$ cat config.mk
export PLATFORM = sky130hd
export DESIGN_NAME = hazard_scheduler_flat
export DESIGN_NICKNAME = d
export VERILOG_FILES = /design/src/rtl/hazard_scheduler_if.sv /design/src/rtl/hazard_scheduler.sv /design/src/flat_wrapper.sv
export SDC_FILE = /design/constraint.sdc
export NUM_CORES = 1
export LEC_CHECK = 0
export ABC_AREA = 1
export CAP_MARGIN = 25
export CELL_PAD_IN_SITES_DETAIL_PLACEMENT = 1
export CELL_PAD_IN_SITES_GLOBAL_PLACEMENT = 1
export CORE_MARGIN = 2
export CORE_UTILIZATION = 23
export CTS_CLUSTER_DIAMETER = 120
export DETAILED_ROUTE_END_ITERATION = 16
export PLACE_DENSITY = 0.63
export SYNTH_ARGS = -nofsm -noshare
export SYNTH_HDL_FRONTEND = slang
export SYNTH_SLANG_ARGS = --single-unit
export TNS_END_PERCENT = 50
$ cat constraint.sdc
create_clock -name clock -period 3.05 [get_ports clock]
set_clock_uncertainty 0.05 [all_clocks]
set_input_delay 0.7625 -clock clock [delete_from_list [all_inputs] [get_ports clock]]
set_output_delay 0.7625 -clock clock [all_outputs]
set_load 0.01 [all_outputs]
$ cat src/rtl/hazard_scheduler_if.sv
// Decode-stage issue bundle: the IF/ID view in, pipeline enables and debug counters out.
// The master side is the pipeline (or bench); the slave side is the scheduler.
interface hazard_scheduler_if #(
  parameter int CNT_W = 16
);
  logic [31:0]      instruction;
  logic             if_valid;
  logic             branch_taken;
  logic             pc_write_en;
  logic             ifid_write_en;
  logic             ifid_flush;
  logic             idex_bubble;
  logic             stall;
  logic [31:0]      busy_regs;
  logic [CNT_W-1:0] stall_count;
  logic [CNT_W-1:0] flush_count;

  modport master (
    output instruction, if_valid, branch_taken,
    input  pc_write_en, ifid_write_en, ifid_flush, idex_bubble, stall,
           busy_regs, stall_count, flush_count
  );

  modport slave (
    input  instruction, if_valid, branch_taken,
    output pc_write_en, ifid_write_en, ifid_flush, idex_bubble, stall,
           busy_regs, stall_count, flush_count
  );
endinterface

$ cat src/rtl/hazard_scheduler.sv
// Decode-stage issue controller: RAW interlock via a shift-register scoreboard of
// in-flight destinations, plus wrong-path squash after a taken branch.
module hazard_scheduler #(
  parameter int DEPTH     = 3,
  parameter int FLUSH_LEN = 1,
  parameter int CNT_W     = 16
) (
  input  logic             clock,
  input  logic             reset_n,
  hazard_scheduler_if.slave bus
);

  typedef enum logic [1:0] {
    ST_RUN   = 2'd0,
    ST_STALL = 2'd1,
    ST_FLUSH = 2'd2
  } state_t;

  state_t                  r_state;
  state_t                  w_stateNext;
  logic [2:0]              r_flushCnt;
  logic [2:0]              w_flushCntNext;
  logic [DEPTH-1:0]        r_slotValid;
  logic [DEPTH-1:0][4:0]   r_slotRd;
  logic [CNT_W-1:0]        r_stallCount;
  logic [CNT_W-1:0]        r_flushCount;

  logic [6:0]  w_opcode;
  logic [4:0]  w_rd;
  logic [4:0]  w_rs1;
  logic [4:0]  w_rs2;
  logic        w_writesRd;
  logic        w_usesRs1;
  logic        w_usesRs2;
  logic        w_rs1Busy;
  logic        w_rs2Busy;
  logic        w_hazard;
  logic [31:0] w_busyRegs;
  logic        w_issue;
  logic        w_slot0Valid;
  logic [4:0]  w_slot0Rd;
  logic        w_pcWriteEn;
  logic        w_ifidWriteEn;
  logic        w_ifidFlush;
  logic        w_idexBubble;
  logic        w_stall;

  assign w_opcode = bus.instruction[6:0];
  assign w_rd     = bus.instruction[11:7];
  assign w_rs1    = bus.instruction[19:15];
  assign w_rs2    = bus.instruction[24:20];

  always_comb begin
    w_writesRd = 1'b0;
    w_usesRs1  = 1'b0;
    w_usesRs2  = 1'b0;
    unique case (w_opcode)
      7'b0110011: begin w_writesRd = 1'b1; w_usesRs1 = 1'b1; w_usesRs2 = 1'b1; end
      7'b0010011: begin w_writesRd = 1'b1; w_usesRs1 = 1'b1; end
      7'b0000011: begin w_writesRd = 1'b1; w_usesRs1 = 1'b1; end
      7'b0100011: begin w_usesRs1 = 1'b1; w_usesRs2 = 1'b1; end
      7'b1100011: begin w_usesRs1 = 1'b1; w_usesRs2 = 1'b1; end
      default:    ;
    endcase
  end

  // Valid slots never hold x0, so a match against rs=0 is impossible by construction.
  always_comb begin
    w_rs1Busy  = 1'b0;
    w_rs2Busy  = 1'b0;
    w_busyRegs = '0;
    for (int i = 0; i < DEPTH; i++) begin
      if (r_slotValid[i]) begin
        if (r_slotRd[i] == w_rs1) w_rs1Busy = 1'b1;
        if (r_slotRd[i] == w_rs2) w_rs2Busy = 1'b1;
        w_busyRegs[r_slotRd[i]] = 1'b1;
      end
    end
  end

  assign w_hazard = bus.if_valid &&
                    ((w_usesRs1 && (w_rs1 != 5'd0) && w_rs1Busy) ||
                     (w_usesRs2 && (w_rs2 != 5'd0) && w_rs2Busy));

  always_comb begin
    w_stateNext    = r_state;
    w_flushCntNext = r_flushCnt;
    w_pcWriteEn    = 1'b1;
    w_ifidWriteEn  = 1'b1;
    w_ifidFlush    = 1'b0;
    w_idexBubble   = 1'b0;
    w_stall        = 1'b0;
    w_issue        = 1'b0;
    if (bus.branch_taken) begin
      w_stateNext    = ST_FLUSH;
      w_flushCntNext = 3'(FLUSH_LEN);
      w_ifidFlush    = 1'b1;
      w_idexBubble   = 1'b1;
    end else if (r_state == ST_FLUSH) begin
      w_ifidFlush    = 1'b1;
      w_idexBubble   = 1'b1;
      w_flushCntNext = r_flushCnt - 3'd1;
      if (r_flushCnt <= 3'd1) begin
        w_stateNext    = ST_RUN;
        w_flushCntNext = 3'd0;
      end
    end else if (w_hazard) begin
      w_stateNext   = ST_STALL;
      w_pcWriteEn   = 1'b0;
      w_ifidWriteEn = 1'b0;
      w_idexBubble  = 1'b1;
      w_stall       = 1'b1;
    end else begin
      w_stateNext = ST_RUN;
      w_issue     = bus.if_valid;
    end
  end

  assign w_slot0Valid = w_issue && w_writesRd && (w_rd != 5'd0);
  assign w_slot0Rd    = w_issue ? w_rd : 5'd0;

  always_ff @(posedge clock or negedge reset_n) begin
    if (!reset_n) begin
      r_state    <= ST_RUN;
      r_flushCnt <= 3'd0;
    end else begin
      r_state    <= w_stateNext;
      r_flushCnt <= w_flushCntNext;
    end
  end

  always_ff @(posedge clock or negedge reset_n) begin
    if (!reset_n) begin
      r_slotValid <= '0;
      r_slotRd    <= '0;
    end else begin
      for (int i = DEPTH - 1; i > 0; i--) begin
        r_slotValid[i] <= r_slotValid[i-1];
        r_slotRd[i]    <= r_slotRd[i-1];
      end
      r_slotValid[0] <= w_slot0Valid;
      r_slotRd[0]    <= w_slot0Rd;
    end
  end

  // Performance counters stick at all-ones instead of wrapping.
  always_ff @(posedge clock or negedge reset_n) begin
    if (!reset_n) begin
      r_stallCount <= '0;
      r_flushCount <= '0;
    end else begin
      if (w_stall && (r_stallCount != '1))
        r_stallCount <= r_stallCount + CNT_W'(1);
      if (bus.branch_taken && (r_flushCount != '1))
        r_flushCount <= r_flushCount + CNT_W'(1);
    end
  end

  assign bus.pc_write_en   = w_pcWriteEn;
  assign bus.ifid_write_en = w_ifidWriteEn;
  assign bus.ifid_flush    = w_ifidFlush;
  assign bus.idex_bubble   = w_idexBubble;
  assign bus.stall         = w_stall;
  assign bus.busy_regs     = w_busyRegs;
  assign bus.stall_count   = r_stallCount;
  assign bus.flush_count   = r_flushCount;

endmodule

$ cat src/flat_wrapper.sv
// flat-port wrapper written by rule: the top's interface ports become plain ports
module hazard_scheduler_flat 
#(
  parameter int DEPTH     = 3,
  parameter int FLUSH_LEN = 1,
  parameter int CNT_W     = 16
)
  (clock, reset_n, bus_instruction, bus_if_valid, bus_branch_taken, bus_pc_write_en, bus_ifid_write_en, bus_ifid_flush, bus_idex_bubble, bus_stall, bus_busy_regs, bus_stall_count, bus_flush_count);
  hazard_scheduler_if #(.CNT_W(CNT_W)) bus_i ();
  input  logic clock;
  input  logic reset_n;
  input wire logic [$bits(bus_i.instruction)-1:0] bus_instruction;
  input wire logic [$bits(bus_i.if_valid)-1:0] bus_if_valid;
  input wire logic [$bits(bus_i.branch_taken)-1:0] bus_branch_taken;
  output wire logic [$bits(bus_i.pc_write_en)-1:0] bus_pc_write_en;
  output wire logic [$bits(bus_i.ifid_write_en)-1:0] bus_ifid_write_en;
  output wire logic [$bits(bus_i.ifid_flush)-1:0] bus_ifid_flush;
  output wire logic [$bits(bus_i.idex_bubble)-1:0] bus_idex_bubble;
  output wire logic [$bits(bus_i.stall)-1:0] bus_stall;
  output wire logic [$bits(bus_i.busy_regs)-1:0] bus_busy_regs;
  output wire logic [$bits(bus_i.stall_count)-1:0] bus_stall_count;
  output wire logic [$bits(bus_i.flush_count)-1:0] bus_flush_count;
  assign bus_i.instruction = bus_instruction;
  assign bus_i.if_valid = bus_if_valid;
  assign bus_i.branch_taken = bus_branch_taken;
  assign bus_pc_write_en = bus_i.pc_write_en;
  assign bus_ifid_write_en = bus_i.ifid_write_en;
  assign bus_ifid_flush = bus_i.ifid_flush;
  assign bus_idex_bubble = bus_i.idex_bubble;
  assign bus_stall = bus_i.stall;
  assign bus_busy_regs = bus_i.busy_regs;
  assign bus_stall_count = bus_i.stall_count;
  assign bus_flush_count = bus_i.flush_count;
  hazard_scheduler #(.DEPTH(DEPTH), .FLUSH_LEN(FLUSH_LEN), .CNT_W(CNT_W)) u_core (.clock(clock), .reset_n(reset_n), .bus(bus_i));
endmodule
# Yosys cells after proc, flatten, opt, wreduce, memory -nomap -nowiden
# Cells that the tools add are included.
[totals]
ff_bits = 55
wordCells = 100
in_bits = 36
output_inout_bits = 69
[classes]
mux = 45
n_bitwise = 2
n_reduce_logical = 20
n_eq_ne = 15
n_addsub = 3
n_lt_le_gt_ge = 7
[op_table]
columns = ["operator", "count"]
rows = [
  ["32-bit two-way mux", 3],
  ["32-bit bitwise OR", 2],
  ["16-bit by 1-bit adder with 16-bit output, second input constant", 2],
  ["1-bit two-way mux", 32],
  ["16-bit inequality test, second input constant", 2],
  ["5-bit == test", 6],
  ["5-bit by 6-bit less-than comparator with 1-bit output, second input constant", 3],
  ["1-bit demux with 5-bit select", 3],
  ["5-bit by 1-bit >= comparator with 1-bit output, second input constant", 3],
  ["5-bit nonzero test", 3],
  ["7-bit by 6-bit == test with 1-bit output, second input constant", 2],
  ["1-bit logical AND", 12],
  ["3-bit two-way mux", 3],
  ["7-bit by 2-bit == test with 1-bit output, second input constant", 1],
  ["7-bit by 5-bit == test with 1-bit output, second input constant", 1],
  ["7-bit == test, second input constant", 1],
  ["2-bit two-way mux", 3],
  ["3-bit OR reduction", 2],
  ["5-bit two-way mux", 1],
  ["5-bit OR reduction", 1],
  ["3-bit by 1-bit less-or-equal comparator with 1-bit output, second input constant", 1],
  ["3-bit inequality test, second input constant", 1],
  ["3-bit by 1-bit subtractor with 3-bit output, second input constant", 1],
  ["2-bit == test, second input constant", 1],
  ["2 further kinds", 2],
]

# Logic depth before layout (Yosys ltp)
# Gate-level depths: netlist of run 1.
[logic_depth]
depth_word = 15
ltp_mapped = 13
mapped_depth_nobuf = 13

# Least setup slack after synthesis of run 1
# OpenSTA, ideal clock, no wires.
[synth_path]
path_kind = "input to output"
start = "in bus_instruction[3]"
end = "out bus_idex_bubble"
n_path_buf = 0
cell_stages = 7
slack_ns = 0.468
arrival_ns = 1.769
t_required_ns = 2.237
cell_sequence = "nor3_1 nand2_1 a31oi_1 nand2_2 nand2_4 inv_1 o21ai_0"
[synth_via]
elab_chain_cells = 10
word_cells_on_any_way = 18
cone_classes = "eq/ne (5); mux (5); reduce/logical (8)"
[synth_lines]
columns = ["item", "line", "rtl"]
rows = [
  ["start, declared", "flat_wrapper.sv:12", "input wire logic [$bits(bus_i.instruction)-1:0] bus_instruction;"],
  ["7-bit by 5-bit == test with 1-bit output, or another cell as far along", "hazard_scheduler.sv:57", "unique case (w_opcode)"],
  ["5-bit OR reduction (no source line) / 3-bit OR reduction (equally long branches)", "--", ""],
  ["1-bit two-way mux", "hazard_scheduler.sv:57", ""],
  ["1-bit logical AND, on equally long branches (2 in series)", "hazard_scheduler.sv:82, hazard_scheduler.sv:83", ""],
  ["1-bit logical OR *", "hazard_scheduler.sv:82", "((w_usesRs1 && (w_rs1 != 5'd0) && w_rs1Busy) ||"],
  ["1-bit logical AND *", "hazard_scheduler.sv:81", "assign w_hazard = bus.if_valid &&"],
  ["1-bit two-way mux *", "hazard_scheduler.sv:107", "end else if (w_hazard) begin"],
  ["1-bit two-way mux *", "hazard_scheduler.sv:99", "end else if (r_state == ST_FLUSH) begin"],
  ["1-bit two-way mux *", "hazard_scheduler.sv:94", "if (bus.branch_taken) begin"],
  ["end, declared", "flat_wrapper.sv:18", "output wire logic [$bits(bus_i.idex_bubble)-1:0] bus_idex_bubble;"],
]
# Every way passes the cells marked *; elsewhere a longest branch is shown, timed or not.

# Worst setup path in the final report of run 1
[layout_path]
start = "in bus_instruction[5]"
end = "out bus_idex_bubble"
# Same word-level chain as after synthesis.

==> impl_metrics.csv, run 1 <==
group,metric,value,unit
status,status,"completed",
logic_synthesis,synth_commonest_cells,"234 x nand2_1, 70 x inv_1, 67 x nor2_1, 55 x dfrtp_1, 54 x nand3_1",
clocking,clk_pin_slew,0.07,ns
floorplan,rows,47,
drt,drc_errors,0,
clocking,insertion_delay,0.29,ns
logic_synthesis,ys_seq_area_frac,0.3578,
logic_synthesis,yosysWarnings,0,
critical_path,end_kind,"primary output",
drt,avgRoutedWirePerCell,15.64,um
timing,max_freq,330.2,MHz
logic_synthesis,synth_cell_types,29,
logic_synthesis,synth-edff-count,0,
power,p_per_area,334.1,nW/um2
clocking,cts_hold_buf,0,
logic_synthesis,synth_cells,605,
grt,grt-ovfl-total,0,
drt,drt-initial-drc-count,190,
critical_path,required,2.24,ns
timing,finalSetupViolations,0,
clocking,cts_root_buf,"clkbuf_16",
floorplan,die_h,133.3,um
critical_path,cp_max_fo,3,
floorplan,initial_utilization,0.2336,
layout,layout-drive-gt1-share,0.1576,
floorplan,coreArea,16470,um2
timing,rsz0062_at_grt,"true",
grt,antenna_found_initial,0,
drt,avgViaCountPerCell,4.637,
logic_synthesis,syn_nets,645,
timing,slew_violations,0,
clocking,cts_buffers,5,
logic_synthesis,synth_flop_cell,"dfrtp_1",
layout,diodes,0,
grt,grt_pass1_vias,5077,
timing,max_slew_margin,0.6087,
critical_path,arrival,2.22,ns
power,vdd_drop_max,0.2519,mV
floorplan,pin_count,105,
drt,dr.pass1.iters,4,
power,p_leak,2.802,nW
logic_synthesis,syn_avg_cell_area,6.357,um2
critical_path,startpoint_type,"input port",
hold_path,hp-class,"input port to asynchronous set/reset pin",
layout,area_growth,48.37,%
clocking,cts_max_level,2,
layout,fin_nets,794,
floorplan,die_area,17770,um2
critical_path,slowest_stage,"clkdlybuf4s50_1",
critical_path,worstPathCellList,"clkdlybuf4s50_1 > inv_2 > a21oi_4 > nand2_4 > a31oi_4 > nand2_2 > nand2_4 > inv_2 > o21ai_2 > buf_2",
clocking,cts_buffer_depth,2,
job,drv_cap,0,
logic_synthesis,synth.largest_area_cell,"dfrtp_1",
placed_design,pre_cts_ws,-0.7152,ns
clocking,cts_sinks,55,
clocking,cts_tree,"done",
grt,track_usage,0.1755,
logic_synthesis,ys_ff_latch,55,
logic_synthesis,synth_top_area_share,0.3578,
logic_synthesis,yosysMostFrequentCell,"nand2_1",
critical_path,worst_path_largest_cell_delay,0.47,ns
placed_design,hpwl,11930,um
timing,period_minus_slack,3.029,ns
logic_synthesis,syn_area,3846,um2
timing,hold_viol,0,
layout,finalCoreUtilization,0.3466,
timing,finalWorstSetupSlack,0.02123,ns
critical_path,path_class,"input port to primary output",
drt,vias,4521,
drt,routed_wl,15250,um
grt,grt_pass1_wl,25230,um
grt,grt_max_degree,22,
power,p_total,1.907,mW
drt,ant_nets,0,
timing,min_period_over_period,0.9930,
timing,setup_tns,0,ns
placed_design,io_buffers,94,
timing,tightest_slew,0.5825,ns
logic_synthesis,async_reset_ff_frac,1.000,
timing,holdWs,0.3327,ns
placed_design,place_congestion,0.8975,
logic_synthesis,yosys-top-cells-area,"dfrtp_1 36%, nand2_1 23%, nand3_1 7.0%, inv_1 6.8%, nor2_1 6.5%",
floorplan,die_x,133.3,um
routing by layer:
metal	vias to the layer above	wire length [um]	GRT usage
li1	2205	-	-
met1	2179	6827	0.2252
met2	119	7355	0.3047
met3	18	761	0.02473
met4	0	308	0.05556
met5	-	0	0
kinds of logic after synthesis:
family / Yosys count / synth area share
xor gates and xnor gates: 17 / 0.04067
adders and majority gates: 4 / 0.01301
buffers and inverters: 82 / 0.08295
DFF: 55 / 0.3578
AOI/OAI and AO/OA: 23 / 0.03383
and+or+nand+nor: 424 / 0.4717
state kept, by name, indices dropped and copies added, names as in the netlist:
| register | count |
|---|---|
| u_core.r_slotRd | 15 |
| u_core.r_state | 2 |
| u_core.r_flushCnt | 3 |
| u_core.r_slotValid | 3 |
| u_core.bus.stall_count | 16 |
| u_core.bus.flush_count | 16 |
path summary, 6_finish.rpt:
path	cells after the start	endpoint	start	slack, ns
setup / recovery	10	bus_idex_bubble	bus_instruction[5]	0.02
hold reg to reg	0	u_core.r_slotRd[6]	u_core.r_slotRd[1]	0.41
hold / removal	1	u_core.bus.stall_count[11]	reset_n	0.33
setup reg to reg	15	u_core.bus.stall_count[13]	u_core.r_slotRd[9]	0.79
max in group asynchronous	2	u_core.r_slotRd[13]	reset_n	1.98
min in group clock	0	u_core.r_slotRd[6]	u_core.r_slotRd[1]	0.41
cells in the final DEF, fill, tap and decap left out, drive strengths merged:
cell           netlist  routed
nand3               57      57
a31oi                2       2
nand2              238     238
inv                 80      80
clkdlybuf4s50        0      73
o21ai               16      16
nand3b               1       1
clkbuf               0      10
nor3                42      42
o22ai                1       1
nand4                9       9
dlymetal6s2s         0       8
ha                   4       4
nor4                 5       5
dfrtp               55      55
xnor2                8       8
a21oi                3       3
o311ai               1       1
xor2                 9       9
buf                  2      55
nor2                72      72
dlygate4sd2          0       6
critical path: cells and delay by family:
| family | cells | cell delay [ns] |
|---|---|---|
| AOI/OAI and AO/OA | 3 | 0.44 |
| buffers and inverters | 4 | 0.73 |
| and+or+nand+nor | 3 | 0.28 |
repair_timing:
item                       in CTS  in global routing
setup endpoints to repair       4                 30
pin swaps                       4                  8
resized for setup              37                 37
cloned                          0                  0
buffers inserted                2                  2
layout make-up:
type / count / area, um2
Clock buffer: 8 / 156.4
Fill cell: 2099 / 10760
Inverter: 80 / 300.3
Multi-Input combinational cell: 468 / 2295
Sequential cell: 55 / 1376
Tap cell: 220 / 275.3
Timing Repair Buffer: 144 / 1304
power by group:
group / switching [mW] / internal, mW / total (mW)
logic: 0.227 / 0.198 / 0.426
clock network: 0.263 / 0.351 / 0.613
registers: 0.0815 / 0.786 / 0.868
stage by stage:
| step | instance area, um2 | cells |
|---|---|---|
| after floorplan | 3846 | 605 |
| final | 5707 | 975 |
| after global routing | 5707 | 975 |
| after global placement | 5391 | 964 |
| after CTS | 5577 | 974 |
| after detailed placement | 5391 | 964 |
Power figures use the tool's default switching activity.
==> run 2, diff against run 1 <==
--- a/config.mk
+++ b/config.mk
@@ -13,7 +13,7 @@
 export CORE_UTILIZATION = 23
 export CTS_CLUSTER_DIAMETER = 120
 export DETAILED_ROUTE_END_ITERATION = 16
-export PLACE_DENSITY = 0.63
+export PLACE_DENSITY_LB_ADDON = 0.1
 export SYNTH_ARGS = -nofsm -noshare
 export SYNTH_HDL_FRONTEND = slang
 export SYNTH_SLANG_ARGS = --single-unit
==> constraint.sdc (replaced) <==
create_clock -name clock -period 3.05 [get_ports clock]
set_clock_uncertainty 0.05 [all_clocks]
set_input_delay 0.7625 -clock clock [delete_from_list [all_inputs] [get_ports clock]]
set_output_delay 0.7625 -clock clock [all_outputs]
set_load 0.02 [all_outputs]
==> run 2 against run 1 <==
  * Total power fell by 1.4%
  * Largest cell class unchanged
  * Final cell count rose by 0.41%
  * Fmax rose by 1.4%
  * Non-clock buffer count rose by 6
  * Combinational power rose by 11%
  * Setup slack improved by 0.042 ns
  * Critical path type is now register to primary output
  * First-iteration DRC count fell by 27%
==> impl_metrics.csv, run 2 (synthesis gave the netlist of run 1 again) <==
group,metric,value,unit
status,status,"completed",
drt,avgViaCountPerCell,4.567,
timing,min_period_over_period,0.9793,
layout,layout-drive-gt1-share,0.1805,
power,p_leak,2.859,nW
layout,area_growth,51.14,%
placed_design,place_congestion,0.8359,
timing,finalWorstSetupSlack,0.06301,ns
clocking,cts_buffers,5,
grt,grt_max_degree,22,
clocking,cts_sinks,55,
timing,slew_violations,0,
critical_path,end_kind,"primary output",
clocking,cts_hold_buf,0,
critical_path,path_class,"register to primary output",
grt,grt_pass1_wl,24990,um
grt,grt_pass1_vias,4741,
timing,max_slew_margin,0.6621,
placed_design,io_buffers,94,
timing,max_freq,334.8,MHz
power,p_per_area,323.6,nW/um2
floorplan,pin_count,105,
drt,dr.pass1.iters,4,
floorplan,rows,47,
clocking,cts_buffer_depth,2,
drt,ant_nets,0,
critical_path,cp_max_fo,4,
critical_path,critical_path.startpoint,"u_core.r_slotRd[7]",
timing,finalSetupViolations,0,
placed_design,hpwl,12060,um
layout,diodes,0,
clocking,cts_root_buf,"clkbuf_16",
drt,drc_errors,0,
clocking,cts_tree,"done",
placed_design,pre_cts_ws,-0.7194,ns
floorplan,coreArea,16470,um2
timing,rsz0062_at_grt,"true",
drt,vias,4471,
layout,layout_commonest_cell,"nand2_1",
clocking,clk_pin_slew,0.07,ns
hold_path,hp-class,"input port to asynchronous set/reset pin",
timing,tightest_slew,0.5030,ns
floorplan,die_area,17770,um2
layout,fin_nets,800,
critical_path,worstPathCellList,"buf_4 > nor3_1 > nand2_1 > nand3_1 > clkdlybuf4s50_1",
critical_path,r2r_start,"u_core.r_slotRd[14]",
job,drv_cap,0,
critical_path,worst_path_largest_cell_delay,0.60,ns
floorplan,die_h,133.3,um
grt,grt-ovfl-total,0,
drt,routed_wl,15310,um
power,p_total,1.881,mW
layout,layout_common_cells,"231 x nand2_1, 72 x clkdlybuf4s50_1, 67 x inv_1",
critical_path,ff2ff_path_depth,15,
critical_path,slowest_stage,"clkdlybuf4s50_1",
critical_path,startpoint_type,"register",
placed_design,placed_cells,972,
floorplan,die_x,133.3,um
clocking,cts_max_level,2,
drt,avgRoutedWirePerCell,15.63,um
grt,track_usage,0.1765,
timing,hold_viol,0,
drt,drt-initial-drc-count,139,
grt,antenna_found_initial,0,
clocking,insertion_delay,0.29,ns
timing,period_minus_slack,2.987,ns
floorplan,initial_utilization,0.2336,
critical_path,arrival,2.17,ns
layout,final-instance-count-excl-fill,979,
power,vdd_drop_max,0.2470,mV
timing,setup_tns,0,ns
critical_path,required,2.24,ns
==> run 2: timing repair <==
item                                   CTS  global route
gates resized for setup                 61            41
setup endpoints to repair               22            34
endpoints found under the hold margin    0             0
pin swaps                                8            11
setup buffers                            0             1
==> run 2: final timing paths <==
| kind | to | slack, ns |
|---|---|---|
| max | bus_busy_regs[3] | 0.06 |
| min | u_core.bus.stall_count[0] | 0.35 |
| max reg2reg | u_core.bus.stall_count[13] | 0.76 |
| min reg2reg | u_core.r_slotRd[6] | 0.39 |
| max in group asynchronous | u_core.r_slotRd[4] | 1.92 |
| min in group clock | u_core.r_slotRd[6] | 0.39 |
==> run 2: report_power, final <==
part	leakage [nW]	internal (mW)	switching [mW]
sequential	0.708	0.787	0.0812
clock	0.0628	0.296	0.245
combinational	2.09	0.203	0.268
==> run 2: worst max-delay path: cells and delay by family, from the launching register on <==
family	cells	cell delay, ns
buf+inv	2	0.78
flops	1	0.44
simple gates	3	0.67
==> run 2: layout make-up <==
cell class | count | area [um2]
Fill cell | 2119 | 10650
Multi-Input combinational cell | 468 | 2375
Sequential cell | 55 | 1380
Timing Repair Buffer | 150 | 1354
Inverter | 80 | 300.3
Tap cell | 220 | 275.3
Clock buffer | 6 | 128.9
==> run 2: metal layers <==
| layer | track usage | vias to the layer above | part of all wire |
|---|---|---|---|
| li1 | - | 2217 | - |
| met1 | 0.2405 | 2138 | 0.48 |
| met2 | 0.2973 | 98 | 0.46 |
| met3 | 0.02055 | 18 | 0.038 |
| met4 | 0.04669 | 0 | 0.020 |
| met5 | 0 | - | 0 |
==> run 2: through the flow <==
step	area, um2	util	hold WS (ns)
finish	5813	0.3530	0.3546
floorplan	3846	-	0.3384
global placement	5451	0.3311	0.3816
CTS	5672	0.3445	0.3603
global route	5813	0.3530	0.3801
detailed placement	5451	0.3311	0.3811
